File: config.mk
export PLATFORM = sky130hd
export DESIGN_NAME = sys_bridge_n
export DESIGN_NICKNAME = d
export VERILOG_FILES = /design/src/rtl/sys_bridge_pkg.sv /design/src/rtl/irq_prio_enc.sv /design/src/rtl/sys_bridge_n.sv
export SDC_FILE = /design/constraint.sdc
export NUM_CORES = 1
export LEC_CHECK = 0
export ABC_AREA = 1
export CORE_ASPECT_RATIO = 0.9
export CORE_MARGIN = 4
export CORE_UTILIZATION = 42
export CTS_CLUSTER_SIZE = 28
export DETAILED_ROUTE_END_ITERATION = 12
export GPL_ROUTABILITY_DRIVEN = 0
export PLACE_DENSITY_LB_ADDON = 0.3
export SLEW_MARGIN = 20
export SYNTH_ARGS = -nofsm -noshare
export SYNTH_HDL_FRONTEND = slang
export SYNTH_HIERARCHICAL = 1
export SYNTH_SLANG_ARGS = --single-unit
File: constraint.sdc
create_clock -name clk -period 2.3 [get_ports clk]
set_input_delay 0.69 -clock clk [delete_from_list [all_inputs] [get_ports clk]]
set_output_delay 0.69 -clock clk [all_outputs]
set_load 0.01 [all_outputs]
File: src/rtl/sys_bridge_pkg.sv
// ============================================================================
// Module      : sys_bridge_pkg
// Description : Shared types and helpers for the sys_bridge_n Pr-bus bridge:
//               FSM state encoding, access classification, control-window
//               register offsets and the control-window decode function.
// Revision    : 1.0 - initial release
// ============================================================================
`default_nettype none

package sys_bridge_pkg;

    // Bridge access sequencer states
    typedef enum logic [1:0] {
        S_IDLE   = 2'd0,
        S_ACCESS = 2'd1,
        S_WAIT   = 2'd2,
        S_DONE   = 2'd3
    } state_t;

    // Classification of the request latched in IDLE
    typedef enum logic [1:0] {
        K_MISS = 2'd0,
        K_DEV  = 2'd1,
        K_CTL  = 2'd2
    } kind_t;

    // Word offsets inside the 16-byte control window
    localparam logic [1:0]  CTL_OFF_MASK  = 2'd0;
    localparam logic [1:0]  CTL_OFF_PEND  = 2'd1;
    localparam logic [1:0]  CTL_OFF_ID    = 2'd2;
    localparam logic [31:0] CTL_WIN_BYTES = 32'd16;

    // True when addr falls in the 16-byte control window starting at ctl_base
    function automatic logic ctl_hit(input logic [31:0] addr, input logic [31:0] ctl_base);
        logic [31:0] diff;
        diff = addr - ctl_base;
        return (addr >= ctl_base) && (diff < CTL_WIN_BYTES);
    endfunction

endpackage

`default_nettype wire

File: src/rtl/irq_prio_enc.sv
// ============================================================================
// Module      : irq_prio_enc
// Description : Device interrupt synchroniser, masked pending register and
//               lowest-index-wins priority encoder.
//               Macro SYS_BRIDGE_IRQ_SYNC2_EN selects a two-flop synchroniser
//               for asynchronous sources; otherwise a single register stage.
// Revision    : 1.0 - initial release
// ============================================================================
`default_nettype none

module irq_prio_enc #(
    parameter int N_DEV = 4
) (
    input  logic             clk,
    input  logic             rst,
    input  logic [N_DEV-1:0] irq,
    input  logic [N_DEV-1:0] mask,
    output logic [N_DEV-1:0] pend,
    output logic             int_req,
    output logic [3:0]       int_id
);

    logic [N_DEV-1:0] irq_s;

`ifdef SYS_BRIDGE_IRQ_SYNC2_EN
    logic [N_DEV-1:0] irq_meta;

    // Two-stage synchroniser for asynchronous interrupt sources
    always_ff @(posedge clk or negedge rst) begin
        if (!rst) begin
            irq_meta <= '0;
            irq_s    <= '0;
        end else begin
            irq_meta <= irq;
            irq_s    <= irq_meta;
        end
    end
`else
    // Single register stage for interrupt lines already in this clock domain
    always_ff @(posedge clk or negedge rst) begin
        if (!rst) begin
            irq_s <= '0;
        end else begin
            irq_s <= irq;
        end
    end
`endif

    // Masked pending set, registered so int_req/int_id are glitch-free
    always_ff @(posedge clk or negedge rst) begin
        if (!rst) begin
            pend <= '0;
        end else begin
            pend <= irq_s & mask;
        end
    end

    assign int_req = |pend;

    // Lowest-numbered pending device wins; scan from the top so index 0 ends last
    always_comb begin
        int_id = 4'd0;
        for (int i = N_DEV - 1; i >= 0; i--) begin
            if (pend[i]) begin
                int_id = 4'(i);
            end
        end
    end

endmodule

`default_nettype wire

File: src/rtl/sys_bridge_n.sv
// ============================================================================
// Module      : sys_bridge_n
// Description : Pr-bus to N_DEV device bridge. Decodes device windows and a
//               local control window (MASK/PEND/ID), sequences strobes with
//               WAIT_CYC read wait states, returns registered read data and
//               aggregates masked device interrupts for CP0.
//               Optional macro: SYS_BRIDGE_IRQ_SYNC2_EN (two-flop irq sync).
// Revision    : 1.0 - initial release
// ============================================================================
`default_nettype none

module sys_bridge_n
    import sys_bridge_pkg::*;
#(
    parameter int          N_DEV     = 4,
    parameter logic [31:0] BASE_ADDR = 32'h0000_7F00,
    parameter int          WIN_BITS  = 4,
    parameter int          WAIT_CYC  = 1
) (
    input  logic                  clk,
    input  logic                  rst,
    input  logic [31:0]           pr_addr,
    input  logic [31:0]           pr_wdata,
    input  logic                  pr_we,
    input  logic                  pr_re,
    output logic [31:0]           pr_rdata,
    output logic                  pr_ready,
    output logic                  pr_err,
    output logic [N_DEV-1:0]      dev_sel,
    output logic [WIN_BITS-3:0]   dev_addr,
    output logic [31:0]           dev_wdata,
    output logic                  dev_we,
    output logic                  dev_re,
    input  logic [32*N_DEV-1:0]   dev_rdata,
    input  logic [N_DEV-1:0]      dev_irq,
    output logic                  int_req,
    output logic [3:0]            int_id
);

    localparam int          IDX_W     = (N_DEV > 1) ? $clog2(N_DEV) : 1;
    localparam logic [31:0] DEV_SPAN  = 32'(N_DEV) << WIN_BITS;
    localparam logic [31:0] CTL_BASE  = BASE_ADDR + DEV_SPAN;
    localparam logic [2:0]  WAIT_LAST = 3'(WAIT_CYC - 1);

    state_t             state;
    kind_t              kind;
    logic               is_write;
    logic [IDX_W-1:0]   dev_idx;
    logic [1:0]         ctl_off;
    logic [N_DEV-1:0]   wmask;
    logic [2:0]         wait_cnt;
    logic [N_DEV-1:0]   mask;
    logic [N_DEV-1:0]   pend;

    logic [31:0]        dev_off;
    logic               dev_hit;
    logic [IDX_W-1:0]   dec_idx;
    logic [N_DEV-1:0]   dec_sel;
    logic [1:0]         dec_ctl_off;
    logic [31:0]        ctl_rdata;
    logic [31:0]        rd_arr [N_DEV];

    // Split the concatenated device read buses into an indexable array
    genvar g;
    generate
        for (g = 0; g < N_DEV; g++) begin : g_rd
            assign rd_arr[g] = dev_rdata[32*g +: 32];
        end
    endgenerate

    assign dev_off     = pr_addr - BASE_ADDR;
    assign dev_hit     = (pr_addr >= BASE_ADDR) && (dev_off < DEV_SPAN);
    assign dec_idx     = dev_off[WIN_BITS +: IDX_W];
    // Low address bits are enough for the offset: the window is 16 bytes long
    assign dec_ctl_off = 2'(pr_addr[3:2] - CTL_BASE[3:2]);

    // One-hot select for the decoded device index
    always_comb begin
        dec_sel          = '0;
        dec_sel[dec_idx] = 1'b1;
    end

    // Control-window read mux; offset 12 reads as zero
    always_comb begin
        ctl_rdata = 32'd0;
        case (ctl_off)
            CTL_OFF_MASK: ctl_rdata = 32'(mask);
            CTL_OFF_PEND: ctl_rdata = 32'(pend);
            CTL_OFF_ID:   ctl_rdata = 32'(int_id);
            default:      ctl_rdata = 32'd0;
        endcase
    end

    // Access sequencer with registered bus and device-side outputs
    always_ff @(posedge clk or negedge rst) begin
        if (!rst) begin
            state     <= S_IDLE;
            kind      <= K_MISS;
            is_write  <= 1'b0;
            dev_idx   <= '0;
            ctl_off   <= 2'd0;
            wmask     <= '0;
            wait_cnt  <= 3'd0;
            mask      <= '0;
            pr_rdata  <= 32'd0;
            pr_ready  <= 1'b0;
            pr_err    <= 1'b0;
            dev_sel   <= '0;
            dev_addr  <= '0;
            dev_wdata <= 32'd0;
            dev_we    <= 1'b0;
            dev_re    <= 1'b0;
        end else begin
            dev_we   <= 1'b0;
            dev_re   <= 1'b0;
            pr_ready <= 1'b0;
            pr_err   <= 1'b0;
            case (state)
                S_IDLE: begin
                    if (pr_we || pr_re) begin
                        state    <= S_ACCESS;
                        pr_rdata <= 32'd0;
                        is_write <= pr_we;
                        wmask    <= pr_wdata[N_DEV-1:0];
                        ctl_off  <= dec_ctl_off;
                        if (pr_we && pr_re) begin
                            kind <= K_MISS;
                        end else if (dev_hit) begin
                            kind      <= K_DEV;
                            dev_idx   <= dec_idx;
                            dev_sel   <= dec_sel;
                            dev_addr  <= dev_off[WIN_BITS-1:2];
                            dev_wdata <= pr_wdata;
                            dev_we    <= pr_we;
                            dev_re    <= pr_re;
                        end else if (ctl_hit(pr_addr, CTL_BASE)) begin
                            kind <= K_CTL;
                        end else begin
                            kind <= K_MISS;
                        end
                    end
                end
                S_ACCESS: begin
                    wait_cnt <= 3'd0;
                    if ((kind == K_DEV) && !is_write && (WAIT_CYC != 0)) begin
                        state <= S_WAIT;
                    end else begin
                        state    <= S_DONE;
                        pr_ready <= 1'b1;
                        pr_err   <= (kind == K_MISS);
                        dev_sel  <= '0;
                        if (!is_write && (kind == K_DEV)) begin
                            pr_rdata <= rd_arr[dev_idx];
                        end
                        if (!is_write && (kind == K_CTL)) begin
                            pr_rdata <= ctl_rdata;
                        end
                        if (is_write && (kind == K_CTL) && (ctl_off == CTL_OFF_MASK)) begin
                            mask <= wmask;
                        end
                    end
                end
                S_WAIT: begin
                    if (wait_cnt == WAIT_LAST) begin
                        state    <= S_DONE;
                        pr_ready <= 1'b1;
                        pr_rdata <= rd_arr[dev_idx];
                        dev_sel  <= '0;
                    end else begin
                        wait_cnt <= wait_cnt + 3'd1;
                    end
                end
                default: begin
                    state <= S_IDLE;
                end
            endcase
        end
    end

    irq_prio_enc #(
        .N_DEV (N_DEV)
    ) u_irq (
        .clk     (clk),
        .rst     (rst),
        .irq     (dev_irq),
        .mask    (mask),
        .pend    (pend),
        .int_req (int_req),
        .int_id  (int_id)
    );

endmodule

`default_nettype wire

### Word-level counts from Yosys, hierarchy flattened

Index checks and enable logic that the tools add are counted.

| storage, ports and cells | value |
|---|---|
| bits in latches | 0 |
| input bits | 200 |
| output and inout bits | 79 |
| bits in read-only memories | 0 |
| bits in writable memories | 0 |
| memories kept | 0 |
| register bits | 102 |
| word-level logic and storage cells | 112 |

| operators by class | value |
|---|---|
| add/sub/neg operators | 3 |
| div/mod/pow operators | 0 |
| order comparisons | 7 |
| multiplexer cells | 43 |
| equality and inequality tests | 13 |
| bitwise gates (word level) | 4 |
| reduce and logical (&&, ||, !) cells | 24 |
| shift operators | 0 |
| multiply operators | 0 |

Operators by type and width:

| operator | number |
|---|---|
| $mux W32 | 6 |
| $pmux W32 S3 | 1 |
| $bmux W32 S2 | 1 |
| $ge A32 B15 Y1 const B | 2 |
| $sub A32 B15 Y32 const B | 2 |
| $lt A32 B5 Y1 const B | 1 |
| $lt A32 B7 Y1 const B | 1 |
| $mux W4 | 8 |
| $pmux W4 S3 | 2 |
| $mux W1 | 14 |
| $ne A2 B2 Y1 const B | 7 |
| $mux W2 | 6 |
| $logic_and A1 B1 Y1 | 8 |
| $eq A2 B1 Y1 const B | 3 |
| $eq A2 B2 Y1 const B | 3 |
| $logic_not A2 Y1 | 3 |
| $pmux W2 S3 | 1 |
| $pmux W3 S2 | 1 |
| $reduce_and A2 Y1 | 3 |
| $reduce_and A6 Y1 | 1 |
| $reduce_and A5 Y1 | 1 |
| $and A4 B4 Y4 | 1 |
| $reduce_and A4 Y1 | 1 |
| $reduce_or A4 Y1 | 1 |
| other kinds (15) | 16 |

### Depth between registers and ports, before layout

Gate-level depths: netlist of run 1.

| logic depth | value |
|---|---|
| depth in word-level cells | 9 |
| gate-level depth with buffers | 17 |
| gate-level depth less buffers | 15 |

### By module

Netlist of run 1, hierarchy kept.

By module, submodules not included:

| module | seq. area each (µm²) | area an instance (µm²) | instances | cells each |
|---|---|---|---|---|
| sys_bridge_n | 2352.3 | 5748.0 | 1 | 829 |
| irq_prio_enc | 200.2 | 285.3 | 1 | 27 |

### Least setup slack after synthesis of run 1

No wires, ideal clock.

| timing path | value |
|---|---|
| kind | input to register |
| start point | input pr_addr[18] |
| end point | register dev_wdata[13] |
| required time | 2.183 ns |
| setup time | 0.117 ns |
| buffers on the path | 2 |
| arrival time | 2.147 ns |
| stages on the path | 13 |
| setup slack | 0.036 ns |
| cells stage by stage | nor2_1 > nand2_2 > nor2_2 > nand3_1 > xor2_1 > nand3_1 > nor2_1 > and2_1 > buf_4 > nand2_4 > buf_2 > nand2_1 > nand2_1 |

| on the way | value |
|---|---|
| longest elaborated chain between the ends | 4 |
| elaborated cells on any way between the ends | 5 |
| those cells by class | add/sub (1); order compare (2); reduce/logical (2) |

Ends and longest elaborated chain:

| element | line | RTL |
|---|---|---|
| start: declaration | sys_bridge_n.sv:22 | `input logic [31:0] pr_addr,` |
| $sub A32 B15 Y32 | sys_bridge_n.sv:71 | `assign dev_off = pr_addr - BASE_ADDR;` |
| $lt A32 B7 Y1 | sys_bridge_n.sv:72 | `assign dev_hit = (pr_addr >= BASE_ADDR) && (dev_off < DEV_SPAN);` |
| $logic_and A1 B1 Y1 * | sys_bridge_n.sv:72 |  |
| $reduce_and A4 Y1 (no line) * | - |  |
| end signal: assignment | sys_bridge_n.sv:133 | `dev_wdata <= pr_wdata;` |
| end: declaration | sys_bridge_n.sv:31 | `output logic [31:0] dev_wdata,` |

Mark *: on every way between the ends. The rest lies on a longest branch, timed or not.
A chain may end at the register's enable or synchronous reset.

### Worst setup path in the final report of run 1

| timing path | value |
|---|---|
| start point | input pr_addr[10] |
| end point | register dev_wdata[12] |

Same word-level chain as after synthesis.

==> results of run 1 <==
## sequential cells by signal, indices dropped and copies added, names as in the netlist, 3 cells and up
signal,cells
dev_wdata,32
pr_rdata,32
dev_sel,4
mask,4
u_irq/irq_s,4
u_irq/pend,4
wmask,4
wait_cnt,3
## cell families (layout without fill, tap and decap cells)
kind of cell             count (synthesis)  count (layout)
AND/OR/NAND/NOR                        448             449
AO/OA/AOI/OAI                          154             154
adder cells (fa/ha/maj)                  6               6
buffers and inverters                  139             480
XOR/XNOR                                 5               5
other                                    1               2
flip-flops                             102             102
multiplexers                             1               1
## how the worst max path moves through the flow
stage	to	slack, ns	from	depth (start not counted)
after floorplan	dev_wdata[13]	0.04	pr_addr[18]	13
after detailed placement	dev_wdata[15]	-0.76	pr_addr[9]	16
after global placement	dev_wdata[16]	-0.70	pr_addr[10]	16
after CTS	dev_wdata[21]	-0.02	pr_addr[9]	16
after global routing	dev_wdata[2]	-0.05	pr_addr[6]	16
final	dev_wdata[12]	0.06	pr_addr[10]	18
## timing repair
item / 4_1_cts / 5_1_grt
gates resized for setup: 75 / 86
setup endpoints to repair: 45 / 49
cloned: 3 / 0
buffers inserted: 11 / 5
pin swaps: 34 / 56
## Yosys cell counts
library cell	instances	area share, %
sky130_fd_sc_hd__nand3_1	117	9.7
sky130_fd_sc_hd__a32o_1	5	0.83
sky130_fd_sc_hd__and2_1	1	0.10
sky130_fd_sc_hd__dfrtp_1	102	42
sky130_fd_sc_hd__buf_4	4	0.50
sky130_fd_sc_hd__nand2_4	2	0.37
sky130_fd_sc_hd__nand3_2	1	0.17
sky130_fd_sc_hd__xor2_1	5	0.73
sky130_fd_sc_hd__mux2_2	1	0.19
sky130_fd_sc_hd__conb_1	1	0.062
sky130_fd_sc_hd__clkbuf_1	32	2.0
sky130_fd_sc_hd__o21ai_1	5	0.41
sky130_fd_sc_hd__buf_1	1	0.062
sky130_fd_sc_hd__o21ai_0	110	9.1
sky130_fd_sc_hd__inv_2	4	0.25
sky130_fd_sc_hd__inv_1	88	5.5
sky130_fd_sc_hd__a21oi_1	5	0.41
sky130_fd_sc_hd__nand2_2	2	0.21
sky130_fd_sc_hd__buf_6	4	0.75
sky130_fd_sc_hd__nand4_1	6	0.62
sky130_fd_sc_hd__nand3b_1	5	0.62
sky130_fd_sc_hd__nand2_1	195	12
sky130_fd_sc_hd__o22ai_1	27	2.8
sky130_fd_sc_hd__ha_1	6	1.2
sky130_fd_sc_hd__nor3b_1	1	0.12
sky130_fd_sc_hd__nor2_1	103	6.4
sky130_fd_sc_hd__nor3_1	9	0.75
sky130_fd_sc_hd__a21oi_2	2	0.29
sky130_fd_sc_hd__buf_2	6	0.50
sky130_fd_sc_hd__nor2_4	3	0.56
sky130_fd_sc_hd__or2_2	2	0.21
sky130_fd_sc_hd__nor2_2	1	0.10
## per-stage QoR
stage / setup slack (ns) / utilization (%) / power, W / hold slack (ns) / setup TNS, ns
4_1_cts: -0.0201 / 71.4 / 0.00702 / 0.315 / -0.115
6_report: 0.0645 / 72.3 / 0.00698 / 0.303 / 0
2_1_floorplan: 0.0357 / - / 0.00376 / 0.394 / 0
3_5_place_dp: -0.761 / 67.5 / 0.00545 / 0.424 / -37.64
3_3_place_gp: -0.704 / 67.5 / 0.00538 / 0.420 / -34.51
5_1_grt: -0.0511 / 72.3 / 0.00744 / 0.332 / -0.364
## power breakdown
group	total (W)	internal [W]	switching, W	leakage, nW
sequential	0.00242	0.00219	0.000232	1.36
combinational	0.00303	0.00140	0.00163	3.24
clock	0.00153	0.000848	0.000678	0.150
## metal layers
layer	track usage, %	wire length (µm)	part of all wire (%)	vias to the layer above
met3	7.31	2030	9.1	49
met2	44.3	10700	48	308
met5	0	0	0	-
li1	-	-	-	3475
met1	31.1	8780	40	3348
met4	8.59	669	3.0	0
## cell type report
type	instances	area [µm²]
Clock buffer	9	225
Multi-Input combinational cell	617	3170
Sequential cell	102	2550
Inverter	92	348
Tap cell	193	241
Timing Repair Buffer	371	3550
Clock inverter	7	71.3
Timing Repair inverter	1	7.51
Fill cell	1112	3890
## worst max-delay path, delay by kind of cell
kind	cells	cell delay (ns)
AND/OR/NAND/NOR	12	1.10
buffers and inverters	6	0.71
==> Implementation_results.wiki, run 1 <==
{| class="wikitable"
! Metric !! Value
|-
| Power per cell area || 686 nW/µm²
|-
| Compound-gate portion of the synthesized area || approximately 14%
|-
| Count of cell types in the netlist || 32
|-
| Fin area || approximately 10,000 µm²
|-
| TritonCTS clock tree || yes
|-
| Count of buffers from port buffering || ~270
|-
| Post-detailed-route DRC marker count || 0
|-
| Count of state elements after synthesis || 102
|-
| CTS sink cnt || approximately 100
|-
| RSZ-0062 raised after global routing || yes
|-
| Type of origin of the critical path || primary input
|-
| Final Non-Filler Cells || roughly 1.4k
|-
| Post-DP Area || roughly 9500 µm²
|-
| First-pass iteration count of the detailed router || 5
|-
| Share of the yosys chip area belonging to registers || 42.3%
|-
| Worst-case vdd ir drop || 552 µV
|-
| Nets || between 1k and 1.5k
|-
| Clock insertion delay at the later pin of the skew report || 0.34 ns
|-
| Post-Synth Simple-Gate Area || 32.1%
|-
| Worst reg2reg path endpoint || pr_rdata[4]
|-
| Class of the tightest hold or removal check || in -> async
|-
| Synthesized-area fraction occupied by xor and xnor cells || less than 1%
|-
| CP most frequent cell || sky130_fd_sc_hd__nor2_2
|-
| Post-Syn Instances || 856
|-
| Depth of the worst register-to-register path || 8
|-
| Number of buffers created by CTS || 9
|-
| Overall die height || about 120 µm
|-
| Io pins || approximately 280
|-
| Critical path arrival || 2.52 ns
|-
| Kind of end point of the critical path || flip-flop
|-
| Commonest non-fill, non-tap cells in the layout || sky130_fd_sc_hd__clkdlybuf4s50_1, sky130_fd_sc_hd__nand2_1, sky130_fd_sc_hd__nand3_1, sky130_fd_sc_hd__o21ai_0, sky130_fd_sc_hd__dfrtp_1
|-
| Combinational family with the most area after synthesis || simple AND/OR/NAND/NOR gates
|-
| Number of cells in the design after placement || between 1k and 1.5k
|-
| Num rows || between 40 and 50
|-
| H-tree lvl count || 3
|-
| Avg Inst Size Synth || between 7 and 8 µm²
|-
| Total congestion overflow || 0
|-
| Pin count of the biggest net entering global routing || 66
|-
| Required time at the worst-slack endpoint || around 2.6 ns
|-
| Total of max-cap violations || 0
|-
| DRC violation total after the first TritonRoute iteration || about 380
|-
| First-pass GRT wire length || ~34,000 µm
|-
| WL final || roughly 22,000 µm
|-
| Pins over their slew limit || 0
|-
| Status || finished clean
|-
| Initial cell density of the core || a little over two fifths
|-
| Tcrit/Tclk final || a little over nine tenths
|-
| CP cell instances || buf_2, nand2_4, nor2_4, buf_6, nand2_8, buf_6, nor2_2, nor2_2, nand2_1, nor2_2, nand2_1, nor2_2, and2_4, buf_8, buf_12, buf_12, nand3_1, nand2_1
|-
| Post-synthesis instance area || 6030 µm²
|-
| ANT nets after route || 0
|-
| Largest buffer count on any clock path || 2
|-
| HPWL reported at the end of detailed placement || 16,300 µm
|-
| Worst r2r src || state[0]
|-
| Maximum achievable frequency || approximately 450 MHz
|-
| Number of global-route vias before repair || a little under 7k
|-
| Number of setup violations in the final report || 0
|-
| Synthesis Warnings || 6
|-
| Area of the die || approximately 16,000 µm²
|-
| Die outline width || ~130 µm
|-
| Area growth syn-to-layout || 68.5%
|-
| Fraction of the mapped netlist area in adder cells || roughly 1.2%
|-
| Share of synthesized area spent on multiplexers || 0.187%
|-
| N_diodes || 0
|-
| Final critical delay including setup and external delays || between 2 and 2.5 ns
|-
| Standby leakage power || roughly 4.7 nW
|-
| Worst clock skew on the final layout || approximately 0.0079 ns
|-
| Post-CTS Hold Fix Bufs || 0
|-
| Clock-pin transition on the worst setup and hold timing paths || roughly 0.07 ns
|-
| Internal reg-to-reg setup slack || around 0.20 ns
|-
| Antenna violations before repair || 0
|-
| Most common cell after layout, fill and taps aside || sky130_fd_sc_hd__clkdlybuf4s50_1
|-
| Mean routed wirelength per cell || 15.9 µm
|-
| Core region area || roughly 14,000 µm²
|-
| Final Hold Violating Endpoints || 0
|-
| Library cell used as clock root buffer || sky130_fd_sc_hd__clkbuf_16
|-
| Total via count after detailed routing || a little over 7k
|-
| Worst setup path category || in -> reg
|-
| Cell with the biggest individual delay on the critical path || sky130_fd_sc_hd__and2_4
|-
| CP max stage delay || approximately 0.2 ns
|-
| Vias per std cell || between 5 and 6
|-
| Share of cells above drive strength 1 || ~17%
|-
| Global router's overall resource usage || approximately a quarter
|-
| Highest fanout seen on the critical path || 8
|}
No activity file was read; power rests on OpenSTA's default activity.
==> run 2: changes to the inputs <==
CORE_MARGIN = 8   (was 4)
==> Implementation_results.wiki, run 2 (same netlist as run 1, synthesis figures left out) <==
{| class="wikitable"
! Metric !! Value
|-
| Total area of sequential cells || 2550 µm² (unchanged)
|-
| CTS sink cnt || 102 (unchanged)
|-
| First-pass iteration count of the detailed router || 8 (+3)
|-
| Antenna violations before repair || 0 (unchanged)
|-
| Pins over their slew limit || 0 (unchanged)
|-
| Internal reg-to-reg setup slack || 0.21 ns (about the same)
|-
| Type of origin of the critical path || primary input
|-
| Required time at the worst-slack endpoint || 2.53 ns (-0.05 ns)
|-
| Headroom to the max-slew limit || around 58%
|-
| Maximum achievable frequency || 428 MHz (-4.3%)
|-
| Io pins || 279 (unchanged)
|-
| Kind of end point of the critical path || flip-flop
|-
| Power per cell area || 707 nW/µm² (+3.0%)
|-
| Number of setup violations in the final report || 3 (+3)
|-
| CP cell instances || clkbuf_2, nand2_2, nor2_4, nand2_4, buf_4, o21ai_1, nand2_1, nand2_1, nor2_1, nand2_1, nor2_2, and2_4, buf_12, nand2_8, buf_16, nand2_2, nand2_1, inv_1
|-
| Post-CTS Hold Fix Bufs || 0 (unchanged)
|-
| N_diodes || 0 (unchanged)
|-
| CP Buf/Inv Count || 5 (-1)
|-
| Worst r2r src || state[1]
|-
| Worst reg2reg path endpoint || pr_rdata[2]
|-
| Share of cells above drive strength 1 || 21.9% (+4.5 points)
|-
| Violated checks || setup timing
|-
| H-tree lvl count || 3 (unchanged)
|-
| Pre-CTS worst setup slack || -0.724 ns (+0.0371 ns)
|-
| Tcrit/Tclk final || 102% (+4.3 points)
|-
| Most common cell after layout, fill and taps aside || sky130_fd_sc_hd__clkdlybuf4s50_1
|-
| Area of the multi-input gates || 3310 µm² (+4.5%)
|-
| Total via count after detailed routing || 7,406 (+3.1%)
|-
| Smallest setup slack after layout || -0.0355 ns (-0.100 ns)
|-
| Global router's overall resource usage || 24.7% (-1.0 points)
|-
| Highest fanout seen on the critical path || 8 (unchanged)
|-
| Num rows || 41 (unchanged)
|-
| HPWL reported at the end of detailed placement || 17,000 µm (+4.1%)
|-
| Depth of the worst register-to-register path || 9 (+1)
|-
| Startpoint of the worst setup timing path || pr_addr[14]
|-
| Library cell used as clock root buffer || sky130_fd_sc_hd__clkbuf_16
|-
| Number of global-route vias before repair || 7,180 (+3.4%)
|-
| Worst setup path category || in -> reg
|-
| Logic pwr share || 46.7% (+3.3 points)
|-
| Clock-pin transition on the worst setup and hold timing paths || 0.07 ns (about the same)
|-
| Number of buffers created by CTS || 9 (unchanged)
|-
| Post-DP Area || 9420 µm² (-0.71%)
|-
| Area of the die || 18,500 µm² (+13%)
|-
| Area growth syn-to-layout || 75.8%
|-
| Initial cell density of the core || 42.9% (unchanged)
|-
| Sw Ratio || 36.6% (+0.22 points)
|-
| Class of the tightest hold or removal check || in -> async
|-
| Worst Max-Slew Pin Slew || between 0.6 and 0.7 ns
|-
| Fin area || 10,600 µm² (+4.3%)
|-
| Clock insertion delay at the later pin of the skew report || 0.34 ns (about the same)
|-
| Worst hold slack || 0.285 ns (-0.0180 ns)
|-
| Filler cell count in the final layout || 1,032 (-7.2%)
|-
| Die outline width || 142 µm (+6.0%)
|-
| TritonCTS clock tree || yes
|-
| Flop pwr share || 32.3% (-2.4 points)
|-
| Overall die height || 130 µm (+6.6%)
|-
| Worst-case vdd ir drop || 574 µV (+3.9%)
|-
| First-pass GRT wire length || 36,400 µm (+7.2%)
|-
| Critical path arrival || 2.57 ns (+0.05 ns)
|-
| CP max stage delay || 0.18 ns (-0.02 ns)
|-
| Total of max-cap violations || 0 (unchanged)
|-
| Standby leakage power || 4.89 nW (+3.1%)
|-
| Pin count of the biggest net entering global routing || 66 (unchanged)
|-
| Cell with the biggest individual delay on the critical path || sky130_fd_sc_hd__and2_4
|-
| Count of buffers from port buffering || 274 (unchanged)
|-
| Number of cells on the critical path || 18 (unchanged)
|-
| Net switching power figure || 0.00274 W (+8.2%)
|-
| Critical path's top delay family || simple AND/OR/NAND/NOR gates
|-
| Post-detailed-route DRC marker count || 0 (unchanged)
|-
| Sum Neg Setup Slack || -0.0388 ns (-0.0388 ns)
|-
| Worst clock skew on the final layout || 0.00886 ns (+0.000913 ns)
|-
| Final critical delay including setup and external delays || 2.34 ns (+0.100 ns)
|-
| Int Power || 0.00476 W (+7.1%)
|-
| Nets || 1,423 (+1.6%)
|-
| Final Hold Violating Endpoints || 0 (unchanged)
|-
| DRC violation total after the first TritonRoute iteration || 534 (+42%)
|-
| Largest buffer count on any clock path || 2 (unchanged)
|-
| Core region area || 14,100 µm² (unchanged)
|-
| Clock network fraction of total power || 21.0% (-0.9 points)
|-
| ANT nets after route || 0 (unchanged)
|-
| Mean routed wirelength per cell || 18.0 µm (+13%)
|-
| Commonest non-fill, non-tap cells in the layout || sky130_fd_sc_hd__clkdlybuf4s50_1, sky130_fd_sc_hd__nand2_1, sky130_fd_sc_hd__nand3_1, sky130_fd_sc_hd__o21ai_0, sky130_fd_sc_hd__dfrtp_1
|-
| Largest registers || dev_wdata (32), pr_rdata (32)
|-
| RSZ-0062 raised after global routing || yes
|-
| CP most frequent cell || sky130_fd_sc_hd__nand2_1
|-
| Vias per std cell || 5.24 (+1.5%)
|-
| WL final || 25,500 µm (+15%)
|-
| End point of the critical path || dev_wdata[1]
|-
| Status || complete, but fails checks
|-
| Total congestion overflow || 0 (unchanged)
|}
## run 2: changes by cell type in the layout (fill, tap and decap cells not counted), moves of 4 or more
cell / before / now
sky130_fd_sc_hd__nand2_1: 181 / 141
sky130_fd_sc_hd__nand2_2: 13 / 42
sky130_fd_sc_hd__buf_4: 80 / 99
sky130_fd_sc_hd__nand2_4: 5 / 15
sky130_fd_sc_hd__o21ai_1: 10 / 4
sky130_fd_sc_hd__nand3_1: 107 / 112
sky130_fd_sc_hd__nand3_2: 10 / 5
sky130_fd_sc_hd__clkbuf_16: 9 / 13
sky130_fd_sc_hd__o21ai_0: 104 / 108
## run 2: area by class of cell
class                      count  share of cell area, %
timing repair buffer         395                   36.3
sequential                   102                   24.1
clock buffer                  11                   2.38
inverter                      92                   3.26
clock inverter                 4                  0.519
tap                          193                   2.28
multi-input combinational    617                   31.2
## run 2: stage by stage
step,util [%],cells,total power [W]
finish,75.5,1414,0.00750
global placement,67.0,1353,0.00537
detailed placement,67.0,1353,0.00543
CTS,72.6,1403,0.00705
floorplan,-,857,0.00376
global route,75.5,1414,0.00793
## run 2: routing by layer
metal / global-route usage [%] / vias to the layer above / share of wire, %
li1: - / 3514 / -
met3: 7.05 / 54 / 8.2
met5: 0 / - / 0
met1: 29.4 / 3493 / 40
met2: 42.3 / 345 / 49
met4: 8.05 / 0 / 2.9
## run 2: power by group through the flow
| stage | logic, W | clock network, W | registers [W] |
|---|---|---|---|
| after floorplan | 0.00119 | 0 | 0.00257 |
| after global placement | 0.00294 | 0 | 0.00243 |
| after detailed placement | 0.00298 | 0 | 0.00245 |
| after CTS | 0.00303 | 0.00160 | 0.00242 |
| after global routing | 0.00379 | 0.00167 | 0.00247 |
| final | 0.00350 | 0.00157 | 0.00242 |
## run 2: repair_timing
| action | in CTS | in global routing |
|---|---|---|
| endpoints found under the hold margin | 0 | 0 |
| setup buffers | 31 | 6 |
| resized for setup | 82 | 134 |
| pin swaps | 31 | 49 |
| endpoints found under the setup margin | 46 | 46 |
| cloned | 4 | 5 |
## run 2: worst min path at each step
stage	slack (ns)	endpoint
finish	0.29	pr_rdata[16]
global route	0.32	pr_rdata[16]
CTS	0.30	pr_rdata[16]
detailed placement	0.42	u_irq/pend[2]
global placement	0.42	u_irq/pend[1]
floorplan	0.39	ctl_off[0]
## run 2: worst reg2reg max path, cell delays in order, from the launching register on
cell                        delay (ns)
sky130_fd_sc_hd__dfrtp_1          0.43
sky130_fd_sc_hd__inv_1            0.10
sky130_fd_sc_hd__ha_1             0.21
sky130_fd_sc_hd__a32o_1           0.28
sky130_fd_sc_hd__or2_2            0.33
sky130_fd_sc_hd__a21oi_4          0.16
sky130_fd_sc_hd__buf_12           0.15
sky130_fd_sc_hd__clkbuf_16        0.20
sky130_fd_sc_hd__nand3_1          0.08
sky130_fd_sc_hd__o21ai_0          0.09
